<file path="src/rtl/uart_frame_parser.sv">
// uart_frame_parser: sync-hunting, length-prefixed, checksum-verified frame parser with buffered valid/ready output
module uart_frame_parser #(
  parameter logic [7:0] SYNC_BYTE = 8'hA5,
  parameter int MAX_LEN = 16,
  parameter int TIMEOUT = 1200
) (
  input  logic       clk,
  input  logic       reset,
  input  logic [7:0] rx_data,
  input  logic       rx_valid,
  output logic [7:0] pkt_data,
  output logic       pkt_valid,
  input  logic       pkt_ready,
  output logic       pkt_last,
  output logic       frame_ok,
  output logic       frame_err,
  output logic [1:0] err_code
);
  localparam int IW = $clog2(MAX_LEN + 1);
  localparam int AW = MAX_LEN > 1 ? $clog2(MAX_LEN) : 1;
  localparam int TW = TIMEOUT > 1 ? $clog2(TIMEOUT) : 1;
  localparam logic [2:0] S_IDLE = 3'd0, S_LEN = 3'd1, S_PAYLOAD = 3'd2, S_CHECK = 3'd3, S_DRAIN = 3'd4;
  logic [2:0] state;
  logic [IW-1:0] len, idx;
  logic [7:0] sum;
  logic [TW-1:0] tcnt;
  logic [7:0] mem [MAX_LEN];
  logic busy, expired;
  assign busy = state == S_LEN || state == S_PAYLOAD || state == S_CHECK;
  // an arriving byte always beats a coincident expiry
  assign expired = busy && !rx_valid && tcnt == TW'(TIMEOUT - 1);
  always_ff @(posedge clk)
    if (state == S_PAYLOAD && rx_valid) mem[idx[AW-1:0]] <= rx_data;
  always_ff @(posedge clk) begin
    if (reset) begin
      state <= S_IDLE;
      len <= '0;
      idx <= '0;
      sum <= '0;
      tcnt <= '0;
      pkt_data <= '0;
      pkt_valid <= 1'b0;
      pkt_last <= 1'b0;
      frame_ok <= 1'b0;
      frame_err <= 1'b0;
      err_code <= 2'd0;
    end else begin
      frame_ok <= 1'b0;
      frame_err <= 1'b0;
      tcnt <= (rx_valid || !busy) ? '0 : tcnt + 1'b1;
      if (expired) begin
        state <= S_IDLE;
        frame_err <= 1'b1;
        err_code <= 2'd3;
      end else case (state)
        S_IDLE: if (rx_valid && rx_data == SYNC_BYTE) state <= S_LEN;
        S_LEN: if (rx_valid) begin
          if (rx_data == 8'd0 || rx_data > 8'(MAX_LEN)) begin
            state <= S_IDLE;
            frame_err <= 1'b1;
            err_code <= 2'd0;
          end else begin
            len <= IW'(rx_data);
            sum <= rx_data;
            idx <= '0;
            state <= S_PAYLOAD;
          end
        end
        S_PAYLOAD: if (rx_valid) begin
          sum <= sum + rx_data;
          idx <= idx + 1'b1;
          if (idx == len - 1'b1) state <= S_CHECK;
        end
        S_CHECK: if (rx_valid) begin
          if (rx_data == sum) begin
            frame_ok <= 1'b1;
            pkt_valid <= 1'b1;
            pkt_data <= mem[AW'(0)];
            pkt_last <= len == IW'(1);
            idx <= IW'(1);
            state <= S_DRAIN;
          end else begin
            state <= S_IDLE;
            frame_err <= 1'b1;
            err_code <= 2'd1;
          end
        end
        S_DRAIN: begin
          if (rx_valid) begin
            frame_err <= 1'b1;
            err_code <= 2'd2;
          end
          // idx already points at the byte to present after this transfer
          if (pkt_valid && pkt_ready) begin
            if (pkt_last) begin
              pkt_valid <= 1'b0;
              pkt_last <= 1'b0;
              state <= S_IDLE;
            end else begin
              pkt_data <= mem[idx[AW-1:0]];
              pkt_last <= idx == len - 1'b1;
              idx <= idx + 1'b1;
            end
          end
        end
        default: state <= S_IDLE;
      endcase
    end
  end
endmodule

</file>
<file path="config.mk">
export PLATFORM = sky130hd
export DESIGN_NAME = uart_frame_parser
export DESIGN_NICKNAME = d
export VERILOG_FILES = /design/src/rtl/uart_frame_parser.sv
export SDC_FILE = /design/constraint.sdc
export NUM_CORES = 1
export LEC_CHECK = 0
export ABC_AREA = 0
export CORE_ASPECT_RATIO = 1.1
export CORE_MARGIN = 2
export CORE_UTILIZATION = 50
export CTS_CLUSTER_SIZE = 8
export DETAILED_ROUTE_END_ITERATION = 16
export HOLD_SLACK_MARGIN = 0.12
export PLACE_DENSITY = 0.72
export SYNTH_ARGS = -nofsm -noshare
export SYNTH_HDL_FRONTEND = slang
export SYNTH_SLANG_ARGS = --single-unit
</file>
<file path="constraint.sdc">
create_clock -name clk -period 3.5 [get_ports clk]
set_input_delay 0.525 -clock clk [delete_from_list [all_inputs] [get_ports clk]]
set_output_delay 0.525 -clock clk [all_outputs]
set_load 0.01 [all_outputs]
</file>
## Word-level counts from Yosys, hierarchy flattened

Memories as Yosys holds them, arrays and structs flattened. A register that Yosys moved wholly into a read port is not among the register bits.
Cells that the tools add are included.

| cells by class | value |
|---|---|
| $add $sub $neg | 4 |
| $lt $le $gt $ge | 1 |
| eq/ne operators | 24 |
| multiplexer cells | 56 |
| bitwise logic cells | 4 |
| reduce and logical (&&, ||, !) cells | 28 |

Operator list:

| operator | count |
|---|---|
| two-way mux 8 bit | 7 |
| two-way mux 5 bit | 7 |
| case mux 8 bit (2 select lines) | 2 |
| two-way mux 3 bit | 8 |
| case mux 5 bit (4 select lines) | 1 |
| AND reduction 6 bit | 3 |
| two-way mux 1 bit | 17 |
| inequality test 2 bit (second input constant) | 8 |
| case mux 3 bit (5 select lines) | 1 |
| two-way mux 2 bit | 7 |
| inequality test 3 bit (second input constant) | 4 |
| adder 11 x 1 -> 11 bit (second input constant) | 1 |
| == test 11 bit (second input constant) | 1 |
| AND reduction 5 bit | 2 |
| AND reduction 9 bit | 1 |
| adder 8 bit | 1 |
| == test 8 bit | 1 |
| == test 8 bit (second input constant) | 1 |
| > comparator 8 x 5 -> 1 bit (second input constant) | 1 |
| logical NOT 8 bit | 1 |
| two-way mux 4 bit | 2 |
| nonzero test 4 bit | 2 |
| AND reduction 7 bit | 1 |
| == test 3 x 2 -> 1 bit (second input constant) | 2 |
| other kinds (20) | 35 |

| storage, ports and cells | value |
|---|---|
| flip-flop bits (word level) | 46 |
| RAM bits | 128 |
| input port bits | 12 |
| output and inout bits | 14 |
| word-level logic and storage cells | 129 |
| memories | 1 |

Memories:

| name | words | width | read ports | clocked after Yosys merged registers in | write ports | RTL line | text |
|---|---|---|---|---|---|---|---|
| mem | 16 | 8 | 2 | 1 | 1 | 27 | `logic [7:0] mem [MAX_LEN];` |

## Depth between registers and ports, before layout

Gate-level depths: netlist of run 1.

| logic depth | value |
|---|---|
| depth after elaboration | 9 |
| mapped depth | 8 |

## Worst setup path after synthesis of run 1

Ideal clock, no wire load.

| timing path | value |
|---|---|
| kind | register -> register |
| start point | register state[1] |
| end point | memory mem[0][0] (enable) |
| setup time | 0.395 ns |
| arrival time | 2.110 ns |
| required time | 3.105 ns |
| path slack | 0.996 ns |
| stages on the path, launching flop included | 6 |
| path through | dfxtp_1 buf_2 nor3b_1 buf_2 nand2_1 nor4_1 |

| on the way | value |
|---|---|
| cells in the longest elaborated chain, start to end | 4 |

Ends and longest elaborated chain:

| what | RTL line | text |
|---|---|---|
| from (decl) | 23 | `logic [2:0] state;` |
| from (signal assigned) | 36 | `state <= S_IDLE;` |
| from (signal assigned) | 52 | `state <= S_IDLE;` |
| from (signal assigned) | 56 | `S_IDLE: if (rx_valid && rx_data == SYNC_BYTE) state <= S_LEN;` |
| == test 3 x 2 -> 1 bit | 33 | `if (state == S_PAYLOAD && rx_valid) mem[idx[AW-1:0]] <= rx_data;` |
| logical AND 1 bit | 33 |  |
| two-way mux 1 bit | 33 |  |
| two-way mux 1 bit (not written as such) | 33 |  |
| to (decl) | 27 |  |

Every way passes these cells.

## Worst setup path after layout of run 1

| timing path | value |
|---|---|
| start point | input rx_data[4] |
| end point | register idx[2] |

| on the way | value |
|---|---|
| cells in the longest elaborated chain, start to end | 4 |
| elaborated cells between the ends (all ways) | 7 |
| classes of those cells | order compare: 1; eq/ne: 3; reduce/logical: 3 |

Ends and longest elaborated chain:

| what | RTL line | text |
|---|---|---|
| from (decl) | 9 | `input logic [7:0] rx_data,` |
| > comparator 8 x 5 -> 1 bit or logical NOT 8 bit (tied branches) | 58 | `if (rx_data == 8'd0 \|\| rx_data > 8'(MAX_LEN)) begin` |
| logical OR 1 bit | 58 |  |
| inequality test 2 bit (no source line) | n/a |  |
| AND reduction 9 bit (no source line) (*) | n/a |  |
| to (signal assigned) | 71 | `idx <= idx + 1'b1;` |
| to (signal assigned) | 102 | `idx <= idx + 1'b1;` |
| to (decl) | 24 | `logic [IW-1:0] len, idx;` |

Every way passes the cells marked *; elsewhere a longest branch is shown, timed or not.
A chain may end at the register's enable or synchronous reset.

==> out/results.ini, run 1 <==
[power_and_ir_drop]
p_sw_share_pct = 21.18
ir_worst_vdd_mv = 0.3187
power.leakage_nw = 2.894
p_int_w = 0.003294
p_per_area_mw_per_mm2 = 462.5
clock_power_share_pct = 43.9
pwr-share-comb_pct = 2.2
switchingPower_w = 0.0008851
seqPwrFrac_pct = 53.9

[routing]
drtIter0Drc = 480
drt-total-wl_mm = 16.88
postRouteAntennaNets = 0
drc_errors = 0
num_vias = 4895
drt-wirelength-per-cell_um = 20.72
avgViaCountPerCell = 6.006
dr.pass1.iters = 4

[setup_path]
critPathCaptureType = flop
crit_arrival_ps = 3180
crit_buf_inv = 1
crit_slowest_cell = clkdlybuf4s50_1
path_max_fanout = 14
path_cells = clkdlybuf4s50_1, ha_1, nor3_1, nand3_1, o2bb2ai_1, or4_4, o41ai_2
worst-setup-path-type = in -> reg
r2r-end = idx[2]
required_ps = 3810
timing.rr.start = sum[5]
reg2reg_setup_slack_ps = 970
critPathMaxStageDelay_ps = 780
cp_top_family = simple AND/OR/NAND/NOR gates
start_kind = input pin
reg2reg_depth = 6

[timing]
fmax_ghz = 0.3492
hold_viol_final = 0
skew_ps = 7.393
tns_ps = 0
finalCritPeriodShare_pct = 81.83
setup_viol = 0
tightest_slew_ps = 905.0
period_needed_ps = 2864
slew_headroom_pct = 39.67
drv_slew = 0
rsz0062_at_grt = no

[placement]
placed_area_mm2 = 0.008467
gp_congestion = 0.8631
place_inst = 783
hpwlAfterDp_mm = 11.23
numPortBuffers = 25

[floorplanning]
die_y_um = 135.3
coreArea_mm2 = 0.01549
dieArea_mm2 = 0.01670
fp.dieW_um = 123.4
num_rows = 48
ios = 26
start_util_pct = 50.59

[synth]
netlist_area_mm2 = 0.007839
yosysSeqAreaShare_pct = 61.80
syn_inst = 554
syn_nets = 581
async_flop_share_pct = 0
ys_top_cells_by_area = edfxtp_1 (49%), dfxtp_1 (13%), mux4_2 (9.5%)
yosys.area.top_type = edfxtp_1
synth-seq-cells = 178
synth.distinct_cells = 61
synth_flop_cell = edfxtp_1
synth_top_area_share_pct = 49.03
synth_area_per_cell_um2 = 14.15
yosysWarnings = 0
synth_edf_count = 128

[cts]
clkTransAtPathRegs_ps = 60
cts_root_buf = clkbuf_16
ctsResizeCount = 0
htree_levels = 4
cts_tree = yes
cts_max_path_buffers = 2
cts.sinks = 178
postCtsSetupRepairBufs = 0
clk_latency_ps = 440
holdBufCountCts = 0
cts_buffers = 17

[layout]
stdcell_area_mm2 = 0.009035
fin_nets = 629
final_cells = 815
drive_above_1_share_pct = 18.21
diodes = 0
area_growth_pct = 15.26

[run_status]
outcome = complete, no violations

[global_routing]
grt_max_degree = 37
gr-total-overflow = 0
antenna_found_initial = 0
grt_pass1_vias = 4777
grtUsageTotal_pct = 21.77
grt_first_pass_wirelength_mm = 26.48

[run]
drv_cap = 0

[worst_hold_path]
min_path_type = reg -> reg
min_from = tcnt[0]
min_to = tcnt[0]
worstHoldPathCells = 1

-- metrics by stage --
| stage | setup WS, ps | power (W) | hold slack, ps | util (%) |
|---|---|---|---|---|
| after detailed placement | 224.4 | 0.002391 | 453.6 | 54.64 |
| after CTS | 682.7 | 0.004202 | 468.8 | 58.31 |
| after global routing | 463.2 | 0.004290 | 485.4 | 58.31 |
| after floorplan | 995.7 | 0.002332 | 429.5 | - |
| after global placement | 347.6 | 0.002388 | 440.6 | 54.64 |
| final | 636.0 | 0.004179 | 465.4 | 58.31 |
-- layout by cell type (no fill, tap or decap), types with 5 or more instances in the layout --
cell type / instances
nand3_1: 14
buf_4: 31
nor4_1: 10
nand2b_1: 7
edfxtp_1: 128
a32o_1: 7
a31oi_1: 9
o21ai_0: 12
clkdlybuf4s50_1: 25
nor2_1: 53
ha_1: 14
xor2_1: 9
clkbuf_16: 17
nand2_1: 19
dfxtp_1: 49
a211oi_1: 5
a21oi_1: 9
inv_1: 19
mux2i_1: 24
nor3_1: 11
mux4_2: 33
xnor2_1: 12
nor2b_1: 8
and3_1: 6
-- routing by layer --
layer / GRT usage, % / vias up / share of wire, %
li1: - / 2241 / -
met1: 27.45 / 2495 / 42
met2: 36.32 / 131 / 51
met3: 5.093 / 28 / 4.3
met4: 8.523 / 0 / 2.2
met5: 0 / - / 0
-- logic make-up after synthesis --
kind of cell    count (synthesis)  synth area share, %
xor+xnor                       21                2.346
fa+ha+maj                      15                2.490
compound gates                 73                7.023
simple gates                  162                11.17
buf+inv                        46                2.330
mux                            59                12.83
flops                         178                61.80
-- synth_stat cells (2+ instances only) --
master,n
edfxtp_1,128
nor2_1,53
dfxtp_1,50
mux4_2,33
mux2i_1,24
inv_1,19
nand2_1,19
clkbuf_1,18
ha_1,14
nand3_1,14
o21ai_0,12
xnor2_1,12
nor3_1,11
nor4_1,10
a21oi_1,9
a31oi_1,9
xor2_1,9
buf_2,8
nor2b_1,8
a32o_1,7
nand2b_1,7
and3_1,6
a211oi_1,5
nor3b_1,5
nand4_1,4
nor4b_1,4
or3_1,4
a21o_1,3
nand4b_1,3
o21a_1,3
o41ai_2,3
or2_2,3
a41o_1,2
mux2_2,2
o211ai_1,2
o21bai_1,2
o32ai_1,2
o41ai_1,2
or4_1,2
or4b_2,2
-- flip-flops by register name, summed over array words and instances, names as in the netlist, 2 cells and up, named ones only --
name / flops
err_code: 2
mem: 128
pkt_data: 8
len: 5
sum: 8
tcnt: 11
state: 3
idx: 5
-- power groups by stage --
stage	Combinational (W)	Sequential (W)	Clock, W
finish	0.0000926	0.00225	0.00183
global route	0.0000990	0.00225	0.00194
CTS	0.0000920	0.00225	0.00186
detailed placement	0.0000911	0.00230	0
global placement	0.0000880	0.00230	0
floorplan	0.0000312	0.00230	0
-- final cells by class --
cell class,instances,area (um2)
well taps,200,250.2
repair buffers,56,483.0
clock inverters,13,125.1
multi-input cells,330,2816
flip-flops and latches,178,4846
fillers,1239,6460
clock buffers,19,442.9
inverters,19,71.32
-- how the worst max path moves through the flow --
stage / slack (ps) / startpoint / end / cells past startpoint
after CTS: 680 / rx_data[4] / idx[2] / 7
after floorplan: 1000 / state[1] / mem[0][0] / 5
after global routing: 460 / rx_data[4] / idx[2] / 7
after detailed placement: 220 / rx_data[4] / idx[2] / 7
after global placement: 350 / rx_data[4] / flop / 7
final: 640 / rx_data[4] / idx[2] / 7
Power figures use the tool's default switching activity.
==> run 2, diff against run 1 <==
==> constraint.sdc (replaced) <==
create_clock -name clk -period 2.9 [get_ports clk]
set_input_delay 0.435 -clock clk [delete_from_list [all_inputs] [get_ports clk]]
set_output_delay 0.435 -clock clk [all_outputs]
set_load 0.01 [all_outputs]
==> run 2 against run 1 <==
Cell count grew 1.7%. Largest cell class unchanged. Highest routed layer unchanged. Global-route usage up 0.82 points. Clock-buffer cell count shrank 1. Largest power group unchanged.
==> out/results.ini, run 2 (synthesized netlist as in run 1, its figures left out) <==
[timing]
drv_slew = 0
setup_viol = 0
rsz0062_at_grt = no
tns_ps = 0
tightest_slew_ps = 888.9
fmax_ghz = 0.4137
hold_viol_final = 0
finalCritPeriodShare_pct = 83.35
holdWs_ps = 473.1
slew_headroom_pct = 40.74
skew_ps = 13.08
period_needed_ps = 2417

[routing]
drt-wirelength-per-cell_um = 21.04
num_vias = 4945
drt-total-wl_mm = 17.44
drc_errors = 0
avgViaCountPerCell = 5.965
postRouteAntennaNets = 0
dr.pass1.iters = 5
drtIter0Drc = 404

[layout]
multi_input_area_mm2 = 0.002816
final_util_pct = 59.58
nFillCells = 1218
stdcell_area_mm2 = 0.009231
seq_area_mm2 = 0.004846
area_growth_pct = 17.77
fin_nets = 643
final_cell_mix = edfxtp_1 (128), nor2_1 (53), dfxtp_1 (49), buf_4 (43), mux4_2 (33)
final_common_cell = edfxtp_1
largest_reg_flops = 128
diodes = 0
drive_above_1_share_pct = 20.03

[power_and_ir_drop]
power.leakage_nw = 2.998
p_per_area_mw_per_mm2 = 570.6
ir_worst_vdd_mv = 0.3531
power_w = 0.005268

[cts]
cts_tree = yes
clk_latency_ps = 430
clkTransAtPathRegs_ps = 60
htree_levels = 4
postCtsSetupRepairBufs = 0
cts_max_path_buffers = 2
cts_root_buf = clkbuf_16
cts_buffers = 17
cts.sinks = 178
ctsResizeCount = 0
holdBufCountCts = 0

[floorplanning]
coreArea_mm2 = 0.01549
fp.dieW_um = 123.4
ios = 26
num_rows = 48
start_util_pct = 50.59
die_y_um = 135.3
dieArea_mm2 = 0.01670

[global_routing]
antenna_found_initial = 0
grt_first_pass_wirelength_mm = 27.54
grtUsageTotal_pct = 22.59
gr-total-overflow = 0
grt_pass1_vias = 5048
grt_max_degree = 37

[worst_hold_path]
min_path_type = reg -> reg
min_from = pkt_data[3]
worstHoldPathCells = 1
min_to = pkt_data[3]

[setup_path]
reg2reg_depth = 4
start_kind = flop
r2r-end = mem[7][5]
required_ps = 2960
critPathCaptureType = flop
reg2reg_setup_slack_ps = 480
worst-setup-path-type = reg -> reg
path_max_fanout = 15
timing.rr.start = state[1]
crit_arrival_ps = 2480

[run]
drv_cap = 0

[run_status]
outcome = complete, no violations

[placement]
hpwlAfterDp_mm = 11.54
numPortBuffers = 25
gp_congestion = 0.8427
placed_area_mm2 = 0.008597

## run 2: worst max-delay path by stage
stage	from	end	slack [ps]	cells after the start
3_3_place_gp	rx_data[0]	flop	90	9
2_1_floorplan	state[1]	mem[0][0]	400	5
5_1_grt	state[1]	mem[6][5]	340	4
6_report	state[1]	mem[7][5]	480	4
4_1_cts	rx_data[0]	idx[3]	490	7
3_5_place_dp	rx_data[0]	idx[2]	30	7
## run 2: where the power goes
| part | internal [W] | switching [W] |
|---|---|---|
| registers | 0.00272 | 0.000000290 |
| logic | 0.0000457 | 0.0000756 |
| clock network | 0.00145 | 0.000972 |
## run 2: critical path, stage by stage, from the launching register on
cell and delay (ps):
dfxtp_1 650, nor3b_1 320, nand2_1 290, nor2_1 260
and3_1 540
## run 2: per-layer routing
layer | vias up | track usage, % | routed length, um
met4 | 0 | 8.018 | 354
li1 | 2274 | - | -
met3 | 26 | 4.966 | 889
met2 | 162 | 39.74 | 9287
met1 | 2483 | 27.16 | 6908
met5 | - | 0 | 0
## run 2: cell type report
| cell class | instances | area share, % |
|---|---|---|
| Clock buffer | 18 | 4.649 |
| Clock inverter | 14 | 2.223 |
| Inverter | 19 | 0.7726 |
| Multi-Input combinational cell | 330 | 30.51 |
| Sequential cell | 178 | 52.49 |
| Tap cell | 200 | 2.711 |
| Timing Repair Buffer | 70 | 6.641 |
## run 2: stage by stage
stage	cells	worst slack [ps]
4_1_cts	829	492.7
6_report	829	482.8
3_5_place_dp	797	32.50
3_3_place_gp	797	89.56
5_1_grt	829	339.5
2_1_floorplan	554	395.7
